==> config.mk <==
export PLATFORM = sky130hd
export DESIGN_NAME = ram_arbiter
export DESIGN_NICKNAME = d
export VERILOG_FILES = /design/src/rtl/ram_arbiter.sv
export SDC_FILE = /design/constraint.sdc
export NUM_CORES = 1
export LEC_CHECK = 0
export CORE_MARGIN = 2
export CORE_UTILIZATION = 44
export DETAILED_ROUTE_END_ITERATION = 10
export GPL_TIMING_DRIVEN = 0
export PLACE_DENSITY = 0.9
export SYNTH_ARGS = -nofsm -noshare
export SYNTH_HDL_FRONTEND = slang
export SYNTH_SLANG_ARGS = --single-unit
==> constraint.sdc <==
create_clock -name clk -period 3.1 [get_ports clk]
set_clock_uncertainty 0.05 [all_clocks]
set_input_delay 0.93 -clock clk [delete_from_list [all_inputs] [get_ports clk]]
set_output_delay 0.93 -clock clk [all_outputs]
set_load 0.02 [all_outputs]
==> src/rtl/ram_arbiter.sv <==
// ram_arbiter: shares the single-port data RAM between the CPU MEM stage and an
// external loader/debug port, with round-robin fairness and an exclusive lock mode.
module ram_arbiter #(
    parameter int ADDR_WIDTH   = 16,
    parameter int DATA_WIDTH   = 32,
    parameter int LOCK_TIMEOUT = 1024
) (
    input  logic                  clk,
    input  logic                  reset_n,

    input  logic                  cpu_req,
    input  logic                  cpu_wren,
    input  logic [ADDR_WIDTH-1:0] cpu_addr,
    input  logic [DATA_WIDTH-1:0] cpu_wdata,
    output logic                  cpu_gnt,
    output logic                  cpu_rvalid,
    output logic [DATA_WIDTH-1:0] cpu_rdata,
    output logic                  cpu_stall,

    input  logic                  ext_req,
    input  logic                  ext_wren,
    input  logic [ADDR_WIDTH-1:0] ext_addr,
    input  logic [DATA_WIDTH-1:0] ext_wdata,
    output logic                  ext_gnt,
    output logic                  ext_rvalid,
    output logic [DATA_WIDTH-1:0] ext_rdata,
    input  logic                  ext_lock,

    output logic                  lock_active,
    output logic                  lock_timeout,

    output logic [ADDR_WIDTH-1:0] ram_address,
    output logic [DATA_WIDTH-1:0] ram_write_data,
    output logic                  ram_wren,
    input  logic [DATA_WIDTH-1:0] ram_data
);

    typedef enum logic {
        ARB,
        LOCKED
    } state_t;

    localparam logic OWNER_CPU = 1'b0;
    localparam logic OWNER_EXT = 1'b1;

    // The flag is armed one step early so it is visible in the same cycle the
    // counter reaches its last value.
    localparam logic [15:0] TIMEOUT_LAST = 16'(LOCK_TIMEOUT - 1);
    localparam logic [15:0] TIMEOUT_ARM  = 16'(LOCK_TIMEOUT - 2);

    state_t                  state;
    state_t                  state_next;
    logic                    last_grant;
    logic                    grant_cpu;
    logic                    grant_ext;

    logic [ADDR_WIDTH-1:0]   addr_q;
    logic [DATA_WIDTH-1:0]   wdata_q;

    logic                    rd_pending;
    logic                    rd_owner;
    logic [DATA_WIDTH-1:0]   cpu_rdata_q;
    logic [DATA_WIDTH-1:0]   ext_rdata_q;

    logic [15:0]             wait_count;
    logic                    timeout_flag;

    always_ff @(posedge clk or negedge reset_n) begin
        if (!reset_n) begin
            state <= ARB;
        end else begin
            state <= state_next;
        end
    end

    always_comb begin
        state_next = state;
        case (state)
            ARB:     state_next = ext_lock ? LOCKED : ARB;
            LOCKED:  state_next = ext_lock ? LOCKED : ARB;
            default: state_next = ARB;
        endcase
    end

    // A CPU request is ignored whenever ext_lock is high, including the cycle
    // that enters LOCKED, so the lock takes effect without a stray CPU access.
    always_comb begin
        grant_cpu   = 1'b0;
        grant_ext   = 1'b0;
        lock_active = 1'b0;
        case (state)
            ARB: begin
                if (cpu_req && !ext_lock && ext_req) begin
                    if (last_grant == OWNER_EXT) begin
                        grant_cpu = 1'b1;
                    end else begin
                        grant_ext = 1'b1;
                    end
                end else if (cpu_req && !ext_lock) begin
                    grant_cpu = 1'b1;
                end else if (ext_req) begin
                    grant_ext = 1'b1;
                end
            end
            LOCKED: begin
                lock_active = 1'b1;
                grant_ext   = ext_req;
            end
            default: begin
                grant_cpu = 1'b0;
                grant_ext = 1'b0;
            end
        endcase
    end

    assign cpu_gnt   = grant_cpu;
    assign ext_gnt   = grant_ext;
    assign cpu_stall = cpu_req & ~grant_cpu;

    always_comb begin
        ram_wren       = 1'b0;
        ram_address    = addr_q;
        ram_write_data = wdata_q;
        if (grant_cpu) begin
            ram_wren       = cpu_wren;
            ram_address    = cpu_addr;
            ram_write_data = cpu_wdata;
        end else if (grant_ext) begin
            ram_wren       = ext_wren;
            ram_address    = ext_addr;
            ram_write_data = ext_wdata;
        end
    end

    // Leaving LOCKED hands priority back to the CPU, which has been starved.
    always_ff @(posedge clk or negedge reset_n) begin
        if (!reset_n) begin
            last_grant <= OWNER_EXT;
        end else if (state == LOCKED && !ext_lock) begin
            last_grant <= OWNER_EXT;
        end else if (grant_cpu) begin
            last_grant <= OWNER_CPU;
        end else if (grant_ext) begin
            last_grant <= OWNER_EXT;
        end
    end

    always_ff @(posedge clk or negedge reset_n) begin
        if (!reset_n) begin
            addr_q  <= '0;
            wdata_q <= '0;
        end else if (grant_cpu || grant_ext) begin
            addr_q  <= ram_address;
            wdata_q <= ram_write_data;
        end
    end

    always_ff @(posedge clk or negedge reset_n) begin
        if (!reset_n) begin
            rd_pending <= 1'b0;
            rd_owner   <= OWNER_CPU;
        end else begin
            rd_pending <= (grant_cpu & ~cpu_wren) | (grant_ext & ~ext_wren);
            rd_owner   <= grant_ext ? OWNER_EXT : OWNER_CPU;
        end
    end

    assign cpu_rvalid = rd_pending && (rd_owner == OWNER_CPU);
    assign ext_rvalid = rd_pending && (rd_owner == OWNER_EXT);
    assign cpu_rdata  = cpu_rvalid ? ram_data : cpu_rdata_q;
    assign ext_rdata  = ext_rvalid ? ram_data : ext_rdata_q;

    always_ff @(posedge clk or negedge reset_n) begin
        if (!reset_n) begin
            cpu_rdata_q <= '0;
            ext_rdata_q <= '0;
        end else begin
            if (cpu_rvalid) begin
                cpu_rdata_q <= ram_data;
            end
            if (ext_rvalid) begin
                ext_rdata_q <= ram_data;
            end
        end
    end

    always_ff @(posedge clk or negedge reset_n) begin
        if (!reset_n) begin
            wait_count   <= '0;
            timeout_flag <= 1'b0;
        end else if (state == ARB || !cpu_req) begin
            wait_count <= '0;
        end else begin
            if (wait_count != TIMEOUT_LAST) begin
                wait_count <= wait_count + 16'd1;
            end
            if (wait_count == TIMEOUT_ARM) begin
                timeout_flag <= 1'b1;
            end
        end
    end

    assign lock_timeout = timeout_flag;

endmodule
# [After elaboration in Yosys (flattened, before gate mapping)]
# Index checks and enable logic that the tools add are counted.
[classes] n_addsub=1 n_eq_ne=2 n_mux=25 bitwise=10 reduce_logical=12
[op_table] operator="2-to-1 mux 32 bit" count=4
[op_table] operator="2-to-1 mux 16 bit" count=4
[op_table] operator="adder 16 x 1 -> 16 bit, second input constant" count=1
[op_table] operator="== test 16 x 10 -> 1 bit, second input constant" count=1
[op_table] operator="2-to-1 mux 1 bit" count=16
[op_table] operator="inequality test 16 x 10 -> 1 bit, second input constant" count=1
[op_table] operator="inverter 1 bit" count=6
[op_table] operator="logical AND 1 bit" count=5
[op_table] operator="AND 1 bit" count=3
[op_table] operator="nonzero test 3 bit" count=1
[op_table] operator="zero test 1 bit" count=2
[op_table] operator="logical OR 1 bit" count=2
[op_table] operator="case mux 1 bit (2 select lines)" count=1
[op_table] operator="AND reduction 2 bit" count=1
[op_table] operator="nonzero test 2 bit" count=1
[op_table] operator="bitwise OR 1 bit" count=1
[word_totals] reg_bits=133 input_bits=135 output_inout_bits=120 word_cells=60

# [Longest topological paths before layout]
# Gate-level depths: netlist of the first run.
[logic_depth] ltp_word=8 ltp_mapped=6 depth_no_buf=5

# [Worst setup path before layout of the first run]
# Ideal clock, no wire load.
[synth_timing] kind="input-to-output" start="input port ext_lock" end="output port ram_address[10]" arrival_ps=2263 t_required_ps=2120 setup_slack_ps=-143 cell_stages=6 n_path_buf=2 path_cell_list="or3b_1 clkbuf_1 o21ai_1 buf_2 o22ai_1 a21oi_1"
[synth_between] elab_chain_cells=7 elab_cells_between_ends=11 cone_classes="mux: 8; reduce/logical: 3"
[synth_rtl] item="from (decl)" line="27" source="input logic ext_lock,"
[synth_rtl] item="zero test 1 bit (*)" line="93, 99"
[synth_rtl] item="logical AND 1 bit (*)" line="93, 99"
[synth_rtl] item="2-to-1 mux 1 bit / logical AND 1 bit (equally long branches)" line="99, 93"
[synth_rtl] item="2-to-1 mux 1 bit" line="93" source="if (cpu_req && !ext_lock && ext_req) begin"
[synth_rtl] item="case mux 1 bit (2 select lines)" line="91" source="case (state)"
[synth_rtl] item="2-to-1 mux 16 bit" line="128" source="end else if (grant_ext) begin"
[synth_rtl] item="2-to-1 mux 16 bit (*)" line="124" source="if (grant_cpu) begin"
[synth_rtl] item="to (decl)" line="32" source="output logic [ADDR_WIDTH-1:0] ram_address,"
# Mark *: on every way between the ends. The rest lies on a longest branch, timed or not.

# [Worst setup path in the final report of the first run]
[layout_timing] start="input port ext_lock" end="output port ram_write_data[17]"
[layout_between] elab_chain_cells=7 elab_cells_between_ends=11 cone_classes="mux: 8; reduce/logical: 3"
[layout_rtl] item="zero test 1 bit (*)" line="93, 99"
[layout_rtl] item="logical AND 1 bit (*)" line="93, 99"
[layout_rtl] item="2-to-1 mux 1 bit / logical AND 1 bit (equally long branches)" line="99, 93"
[layout_rtl] item="2-to-1 mux 1 bit" line="93"
[layout_rtl] item="case mux 1 bit (2 select lines)" line="91"
[layout_rtl] item="2-to-1 mux 32 bit" line="128"
[layout_rtl] item="2-to-1 mux 32 bit (*)" line="124"
[layout_rtl] item="to (decl)" line="33" source="output logic [DATA_WIDTH-1:0] ram_write_data,"
# Marks and branches as above.

==> impl_metrics.prom, run 1 <==
# TYPE chip_impl_metric gauge
chip_impl_info{name="outcome",value="finished, violations left"} 1
chip_impl_info{name="violated_checks",value="setup timing"} 1
chip_impl_metric{name="drc",unit=""} 0
chip_impl_info{name="path_class",value="primary input to output pin"} 1
chip_impl_metric{name="finalWorstSetupSlack",unit="ps"} -385
chip_impl_metric{name="drtAntennaViolNets",unit=""} 0
chip_impl_metric{name="final_nets",unit=""} 1001
chip_impl_metric{name="detailedRoute.firstIterationViolations",unit=""} 380
chip_impl_info{name="rsz0062_at_grt",value="true"} 1
chip_impl_metric{name="total_leakage_power",unit="nW"} 4.37
chip_impl_metric{name="placedInstanceArea",unit="mm2"} 0.00932
chip_impl_info{name="cts_root_buf",value="clkbuf_16"} 1
chip_impl_metric{name="post_synth_instance_area",unit="mm2"} 0.00635
chip_impl_metric{name="top_level_ports",unit=""} 255
chip_impl_metric{name="initial_core_util",unit=""} 0.454
chip_impl_info{name="cell_by_cell_listing_of_the_critical_path",value="buf_8 -> or3b_4 -> o21ai_4 -> buf_6 -> buf_8 -> clkbuf_16 -> o22ai_2 -> a21oi_2 -> buf_6"} 1
chip_impl_metric{name="routedWlPerCell",unit="um"} 19.9
chip_impl_metric{name="critical_path_buf_inv_count",unit=""} 5
chip_impl_metric{name="worst_slew_pin_slew",unit="ps"} 837
chip_impl_metric{name="final_design_area_no_fill",unit="mm2"} 0.0106
chip_impl_metric{name="cts_made_buffers",unit=""} 17
chip_impl_metric{name="dp_hpwl",unit="um"} 13900
chip_impl_metric{name="drt_wl_total",unit="um"} 21000
chip_impl_metric{name="clock_sink_count",unit=""} 133
chip_impl_metric{name="power.density",unit="mW/mm2"} 568
chip_impl_metric{name="clk_pin_slew_worst_paths",unit="ps"} 60
chip_impl_metric{name="yosysWarnings",unit=""} 0
chip_impl_metric{name="first_global_vias",unit=""} 6019
chip_impl_info{name="library_cell_contributing_the_largest_single_delay_on_the_critical_path",value="or3b_4"} 1
chip_impl_info{name="path_category_of_the_worst_min_delay_check",value="primary input to asynchronous set/reset pin"} 1
chip_impl_metric{name="yosys.cell_types.count",unit=""} 38
chip_impl_metric{name="achievable-frequency",unit="MHz"} 287
chip_impl_metric{name="post_drt_via_cell_ratio",unit=""} 5.53
chip_impl_metric{name="min_period_over_period",unit=""} 1.12
chip_impl_metric{name="cts_max_path_buffers",unit=""} 2
chip_impl_info{name="regToRegStartpoint",value="state$_DFF_PN0_"} 1
chip_impl_metric{name="synth_top_cell_area_share",unit=""} 0.520
chip_impl_metric{name="drv_slew",unit=""} 0
chip_impl_metric{name="finalHoldWorstSlack",unit="ps"} 384
chip_impl_metric{name="pre_cts_slack",unit="ps"} -1610
chip_impl_metric{name="final_period_minus_worst_setup_slack",unit="ps"} 3480
chip_impl_metric{name="syn_inst",unit=""} 577
chip_impl_metric{name="fp.dieArea",unit="mm2"} 0.0154
chip_impl_metric{name="routed_via_count",unit=""} 5846
chip_impl_metric{name="report.power.total",unit="mW"} 6.02
chip_impl_metric{name="grt_max_degree",unit=""} 93
chip_impl_metric{name="postSynthRegisterBits",unit=""} 133
chip_impl_metric{name="max_slew_margin",unit=""} 0.442
chip_impl_metric{name="setup_violations",unit=""} 50
chip_impl_metric{name="maxCapViolCount",unit=""} 0
chip_impl_metric{name="core.rowCount",unit=""} 43
chip_impl_metric{name="placement.io_buffers",unit=""} 253
chip_impl_metric{name="worstSkewPairLatency",unit="ps"} 410
chip_impl_info{name="worstSetupEndpointType",value="output pin"} 1
chip_impl_info{name="yosys-top-cells-area",value="dfrtp_1 (52%), mux2_2 (20%), a21oi_1 (8.0%), o22ai_1 (4.8%), nor2_1 (3.8%)"} 1
chip_impl_metric{name="arrival_time_of_the_worst_setup_path",unit="ps"} 2500
chip_impl_metric{name="synthesis.area_per_instance",unit="um2"} 11.0
chip_impl_metric{name="critPathRequiredTime",unit="ps"} 2120
chip_impl_metric{name="chipHeight",unit="um"} 124
chip_impl_metric{name="report.final.hold_viol_count",unit=""} 0
chip_impl_metric{name="synth_to_layout_area_growth",unit="%"} 67.0
chip_impl_metric{name="layout-drive-gt1-share",unit=""} 0.400
chip_impl_metric{name="core-area",unit="mm2"} 0.0140
chip_impl_metric{name="synth.net_count",unit=""} 714
chip_impl_metric{name="overflow",unit=""} 0
chip_impl_metric{name="critical_path.max_fanout",unit=""} 5
chip_impl_metric{name="globalRouteTotalUtil",unit=""} 0.267
chip_impl_metric{name="reg2regPathDepth",unit=""} 9
chip_impl_metric{name="timing.reg2reg.setup_slack",unit="ps"} 1020
chip_impl_info{name="synth_largest_area_cell",value="dfrtp_1"} 1
chip_impl_metric{name="num_antenna_cells",unit=""} 0
chip_impl_info{name="destination_of_the_worst_register_to_register_timing_path",value="addr_q[12]$_DFFE_PN0P_"} 1
chip_impl_metric{name="first_pass_grt_wire_length",unit="um"} 31100
chip_impl_metric{name="dieWidth",unit="um"} 124
chip_impl_metric{name="timing.setup.tns",unit="ps"} -15110
chip_impl_info{name="clock_tree_from_tritoncts",value="yes"} 1
chip_impl_metric{name="peakVddDrop",unit="mV"} 0.376
chip_impl_metric{name="detailedRoute.firstPassIterationCount",unit=""} 4
chip_impl_metric{name="synth_seq_area_share",unit=""} 0.525
chip_impl_metric{name="globalplace.congestion",unit=""} 0.866
chip_impl_metric{name="initial_antenna_violation_count",unit=""} 0
chip_impl_metric{name="critical-path-max-stage-delay",unit="ps"} 410
chip_impl_info{name="worstSetupStartpointType",value="primary input"} 1
chip_impl_metric{name="cts-htree-levels",unit=""} 4
chip_impl_info{name="critPathTopFamily",value="buffers and inverters"} 1
logic make-up after synthesis:
family / Yosys count / synth area share
AO/OA/AOI/OAI: 169 / 0.148
multiplexers: 112 / 0.199
flip-flops: 133 / 0.525
XOR/XNOR: 5 / 0.00690
AND/OR/NAND/NOR: 102 / 0.0806
adder cells (fa/ha/maj): 2 / 0.00394
buffers and inverters: 54 / 0.0377
routing by layer:
metal | part of all wire | wire length [um] | vias up | GRT usage
met5 | 0 | 0 | - | 0
met4 | 0.030 | 622 | 0 | 0.0892
met3 | 0.083 | 1750 | 49 | 0.0971
met2 | 0.50 | 10500 | 266 | 0.452
met1 | 0.39 | 8110 | 2841 | 0.315
li1 | - | - | 2690 | -
cell type report:
type                            count  area [um2]
Multi-Input combinational cell    390        3410
Fill cell                         904        3390
Sequential cell                   133        3330
Timing Repair Buffer              271        2690
Clock buffer                       19         443
Buffer                             40         307
Tap cell                          180         225
Clock inverter                     13         149
Inverter                           11        43.8
how the worst max path moves through the flow:
stage / depth (start not counted) / startpoint / slack (ps) / to
after floorplan: 6 / cpu_req / -40 / ram_address[0]
after global placement: 1 / reset_n / -4320 / wdata_q[19]$_DFFE_PN0P_
after detailed placement: 8 / cpu_req / -1610 / ram_address[12]
after CTS: 10 / ext_lock / -390 / ram_address[12]
after global routing: 9 / ext_lock / -450 / ram_write_data[23]
final: 9 / ext_lock / -380 / ram_write_data[17]
layout by cell type (no fill, tap or decap), types with 2 or more instances in the layout:
| cell | synthesis | layout |
|---|---|---|
| a21oi_2 | 0 | 48 |
| clkbuf_2 | 0 | 8 |
| clkinvlp_4 | 0 | 3 |
| or4_4 | 2 | 2 |
| o22ai_2 | 0 | 23 |
| clkbuf_4 | 0 | 7 |
| dfrtp_1 | 132 | 132 |
| xnor2_1 | 5 | 5 |
| a211oi_1 | 2 | 2 |
| buf_16 | 0 | 2 |
| dlygate4sd2_1 | 0 | 65 |
| mux2_2 | 112 | 112 |
| buf_4 | 0 | 31 |
| a31oi_1 | 3 | 3 |
| buf_8 | 0 | 9 |
| o22ai_4 | 0 | 20 |
| buf_6 | 2 | 40 |
| a21oi_1 | 102 | 54 |
| ha_1 | 2 | 2 |
| nor2_1 | 64 | 64 |
| clkbuf_16 | 0 | 18 |
| clkdlybuf4s50_1 | 0 | 134 |
| nand3_1 | 5 | 5 |
| bufinv_16 | 0 | 2 |
| clkinv_4 | 0 | 3 |
| buf_12 | 0 | 2 |
| o22ai_1 | 49 | 6 |
| inv_6 | 0 | 4 |
| a41o_1 | 2 | 2 |
| clkbuf_1 | 27 | 12 |
| nor4_1 | 3 | 3 |
| inv_1 | 11 | 10 |
| or3_1 | 4 | 4 |
| o21ai_0 | 8 | 7 |
| nand2_1 | 6 | 5 |
| and2_1 | 2 | 2 |
| nand4_1 | 3 | 3 |
| nor3_1 | 4 | 4 |
per-stage QoR:
stage,instances,util
after floorplan,577,-
after global placement,1010,0.664
after detailed placement,1011,0.666
after CTS,1055,0.736
after global routing,1057,0.758
final,1057,0.758
registers in the layout (all words and copies together), names as in the netlist:
register / flops
wdata_q: 32
cpu_rdata_q: 32
addr_q: 16
state: 1
rd_pending: 1
lock_timeout: 1
ext_rdata_q: 32
wait_count: 16
rd_owner: 1
last_grant: 1
Yosys cell counts:
library cell,instances
dfrtp_1,132
mux2_2,112
a21oi_1,102
nor2_1,64
o22ai_1,49
clkbuf_1,27
inv_1,11
buf_2,10
o21ai_0,8
nand2_1,6
nand3_1,5
xnor2_1,5
nor3_1,4
or3_1,4
a31oi_1,3
buf_1,3
nand4_1,3
nor4_1,3
a211oi_1,2
a41o_1,2
and2_1,2
buf_6,2
ha_1,2
or4_4,2
a211oi_2,1
a22o_1,1
dfstp_2,1
dlymetal6s2s_1,1
nand2b_1,1
nand4_4,1
nand4bb_2,1
nor3b_1,1
nor4_4,1
o21ai_1,1
or2_2,1
or3_2,1
or3_4,1
or3b_1,1
where the power goes:
part           internal, mW  switching (mW)
Clock                  1.22           0.811
Combinational         0.906            1.01
Sequential             2.01          0.0732
Total                  4.13            1.89
repair_timing:
action                     in CTS  in global routing
buffers inserted               11                  3
hold buffers                    0                  0
gates cloned                    3                  1
gates resized for setup       442                 55
setup endpoints to repair     118                 52
pin swaps                       3                  2
(Power assumes the default switching activity.)
==> run 2: changes to the inputs <==
--- a/config.mk
+++ b/config.mk
@@ -7,6 +7,7 @@
 export LEC_CHECK = 0
 export CORE_MARGIN = 2
 export CORE_UTILIZATION = 44
+export CTS_CLUSTER_SIZE = 25
 export DETAILED_ROUTE_END_ITERATION = 10
 export GPL_TIMING_DRIVEN = 0
 export PLACE_DENSITY = 0.9
==> results of run 2 <==
The final DEF is identical to that of run 1; final timing and power are the same.
==> run 3: changes to the inputs <==
--- a/config.mk
+++ b/config.mk
@@ -5,7 +5,7 @@
 export SDC_FILE = /design/constraint.sdc
 export NUM_CORES = 1
 export LEC_CHECK = 0
-export CORE_MARGIN = 2
+export CORE_MARGIN = 8
 export CORE_UTILIZATION = 44
 export CTS_CLUSTER_SIZE = 25
 export DETAILED_ROUTE_END_ITERATION = 10
==> impl_metrics.prom, run 3 (same netlist as run 1, synthesis figures left out) <==
# TYPE chip_impl_metric gauge
chip_impl_info{name="outcome",value="finished, violations left"} 1
chip_impl_info{name="violated_checks",value="setup timing"} 1
chip_impl_metric{name="post_drt_via_cell_ratio",unit=""} 5.61
chip_impl_metric{name="critPathRequiredTime",unit="ps"} 2120
chip_impl_metric{name="cts_max_path_buffers",unit=""} 2
chip_impl_metric{name="post_cts_hold_buffer_count",unit=""} 0
chip_impl_metric{name="core-area",unit="mm2"} 0.0143
chip_impl_info{name="layout_top_registers",value="cpu_rdata_q x32, ext_rdata_q x32, wdata_q x32"} 1
chip_impl_info{name="clock_tree_from_tritoncts",value="yes"} 1
chip_impl_metric{name="cts_made_buffers",unit=""} 17
chip_impl_metric{name="placement.io_buffers",unit=""} 253
chip_impl_metric{name="fp.dieArea",unit="mm2"} 0.0185
chip_impl_metric{name="critical_path.max_fanout",unit=""} 5
chip_impl_metric{name="worstSkewPairLatency",unit="ps"} 420
chip_impl_metric{name="drv_slew",unit=""} 0
chip_impl_metric{name="synth_to_layout_area_growth",unit="%"} 72.2
chip_impl_metric{name="routed_via_count",unit=""} 5931
chip_impl_metric{name="min_period_over_period",unit=""} 1.11
chip_impl_metric{name="power.density",unit="mW/mm2"} 564
chip_impl_metric{name="clock_sink_count",unit=""} 133
chip_impl_metric{name="detailedRoute.firstIterationViolations",unit=""} 241
chip_impl_metric{name="grt_max_degree",unit=""} 70
chip_impl_info{name="rsz0062_at_grt",value="true"} 1
chip_impl_info{name="layout_commonest_cell",value="clkdlybuf4s50_1"} 1
chip_impl_metric{name="peakVddDrop",unit="mV"} 0.413
chip_impl_metric{name="drt_wl_total",unit="um"} 23400
chip_impl_info{name="worstSetupEndpointType",value="output pin"} 1
chip_impl_info{name="path_class",value="primary input to output pin"} 1
chip_impl_metric{name="placedInstanceArea",unit="mm2"} 0.00933
chip_impl_metric{name="overflow",unit=""} 0
chip_impl_metric{name="final_period_minus_worst_setup_slack",unit="ps"} 3450
chip_impl_metric{name="layout-drive-gt1-share",unit=""} 0.402
chip_impl_metric{name="final_nets",unit=""} 1000
chip_impl_info{name="commonest_non_fill_non_tap_cells_in_the_layout",value="clkdlybuf4s50_1 (134), dfrtp_1 (132), mux2_2 (103), dlygate4sd2_1 (66), nor2_1 (63)"} 1
chip_impl_metric{name="num_antenna_cells",unit=""} 0
chip_impl_info{name="worstSetupStartpointType",value="primary input"} 1
chip_impl_metric{name="drtAntennaViolNets",unit=""} 0
chip_impl_metric{name="final_design_area_no_fill",unit="mm2"} 0.0109
chip_impl_metric{name="drc",unit=""} 0
chip_impl_metric{name="dieWidth",unit="um"} 136
chip_impl_metric{name="detailedRoute.firstPassIterationCount",unit=""} 5
chip_impl_metric{name="cts-htree-levels",unit=""} 4
chip_impl_metric{name="core.rowCount",unit=""} 44
chip_impl_metric{name="initial_core_util",unit=""} 0.443
chip_impl_metric{name="report.power.total",unit="mW"} 6.16
chip_impl_metric{name="achievable-frequency",unit="MHz"} 290
chip_impl_metric{name="max_slew_margin",unit=""} 0.453
chip_impl_metric{name="setup_violations",unit=""} 49
chip_impl_metric{name="clk_pin_slew_worst_paths",unit="ps"} 60
chip_impl_metric{name="globalplace.congestion",unit=""} 0.856
chip_impl_metric{name="finalWorstSetupSlack",unit="ps"} -345
chip_impl_metric{name="first_global_vias",unit=""} 6282
chip_impl_metric{name="globalRouteTotalUtil",unit=""} 0.240
chip_impl_metric{name="final_util",unit=""} 0.763
chip_impl_metric{name="report.final.hold_viol_count",unit=""} 0
chip_impl_metric{name="arrival_time_of_the_worst_setup_path",unit="ps"} 2470
chip_impl_metric{name="initial_antenna_violation_count",unit=""} 0
chip_impl_info{name="cts_root_buf",value="clkbuf_16"} 1
chip_impl_metric{name="routedWlPerCell",unit="um"} 22.2
chip_impl_metric{name="total_leakage_power",unit="nW"} 4.47
chip_impl_metric{name="maxCapViolCount",unit=""} 0
chip_impl_metric{name="chipHeight",unit="um"} 136
chip_impl_info{name="path_category_of_the_worst_min_delay_check",value="register to register"} 1
chip_impl_metric{name="dp_hpwl",unit="um"} 15800
chip_impl_metric{name="worst_slew_pin_slew",unit="ps"} 821
chip_impl_metric{name="top_level_ports",unit=""} 255
chip_impl_metric{name="first_pass_grt_wire_length",unit="um"} 34500
[run 3: path summary, 6_finish.rpt]
check	start	end	slack [ps]	depth (start not counted)
max in group asynchronous	reset_n	wdata_q[5]$_DFFE_PN0P_	1780	2
worst max-delay path	ext_lock	ram_write_data[25]	-350	8
worst min register to register	lock_timeout$_DFFE_PN0P_	lock_timeout$_DFFE_PN0P_	430	1
worst max register to register	state$_DFF_PN0_	wdata_q[27]$_DFFE_PN0P_	1060	8
min in group asynchronous	reset_n	ext_rdata_q[25]$_DFF_PN0_	440	1
worst min-delay path	lock_timeout$_DFFE_PN0P_	lock_timeout$_DFFE_PN0P_	430	1
[run 3: where the power goes]
group / internal, mW / switching [mW] / total (mW)
clock: 1.28 / 0.768 / 2.04
sequential: 2.01 / 0.0760 / 2.09
combinational: 0.963 / 1.07 / 2.03
[run 3: routing by layer]
| layer | global-route usage | part of all wire | vias up |
|---|---|---|---|
| li1 | - | - | 2681 |
| met1 | 0.280 | 0.39 | 2935 |
| met2 | 0.408 | 0.51 | 273 |
| met3 | 0.0750 | 0.079 | 42 |
| met4 | 0.0848 | 0.026 | 0 |
| met5 | 0 | 0 | - |
[run 3: repair_timing]
action | in CTS | in global routing
gates resized for setup | 468 | 80
cloned | 2 | 4
setup endpoints to repair | 118 | 52
pin swaps | 3 | 8
setup buffers | 6 | 5
[run 3: layout make-up]
type / count / area [um2]
Buffer: 39 / 340
Clock buffer: 18 / 439
Clock inverter: 12 / 155
Fill cell: 887 / 3390
Inverter: 11 / 48.8
Multi-Input combinational cell: 390 / 3590
Sequential cell: 133 / 3330
Tap cell: 184 / 230
Timing Repair Buffer: 271 / 2800
[run 3: through the flow]
step / cells / hold slack, ps / TNS [ps] / setup WS, ps
detailed placement: 1015 / 425 / -95910 / -1650
floorplan: 577 / 447 / -1390 / -43.5
finish: 1058 / 433 / -12620 / -345
global route: 1058 / 456 / -14680 / -403
global placement: 1014 / 421 / -660850 / -4270
CTS: 1051 / 442 / -13410 / -341
[run 3: critical path, cell delays in order]
cell and delay [ps]:
buf_8 100, or3b_4 410, o21ai_4 190, buf_6 190, clkbuf_16 190, o22ai_4 80
a21oi_2 210, buf_6 160
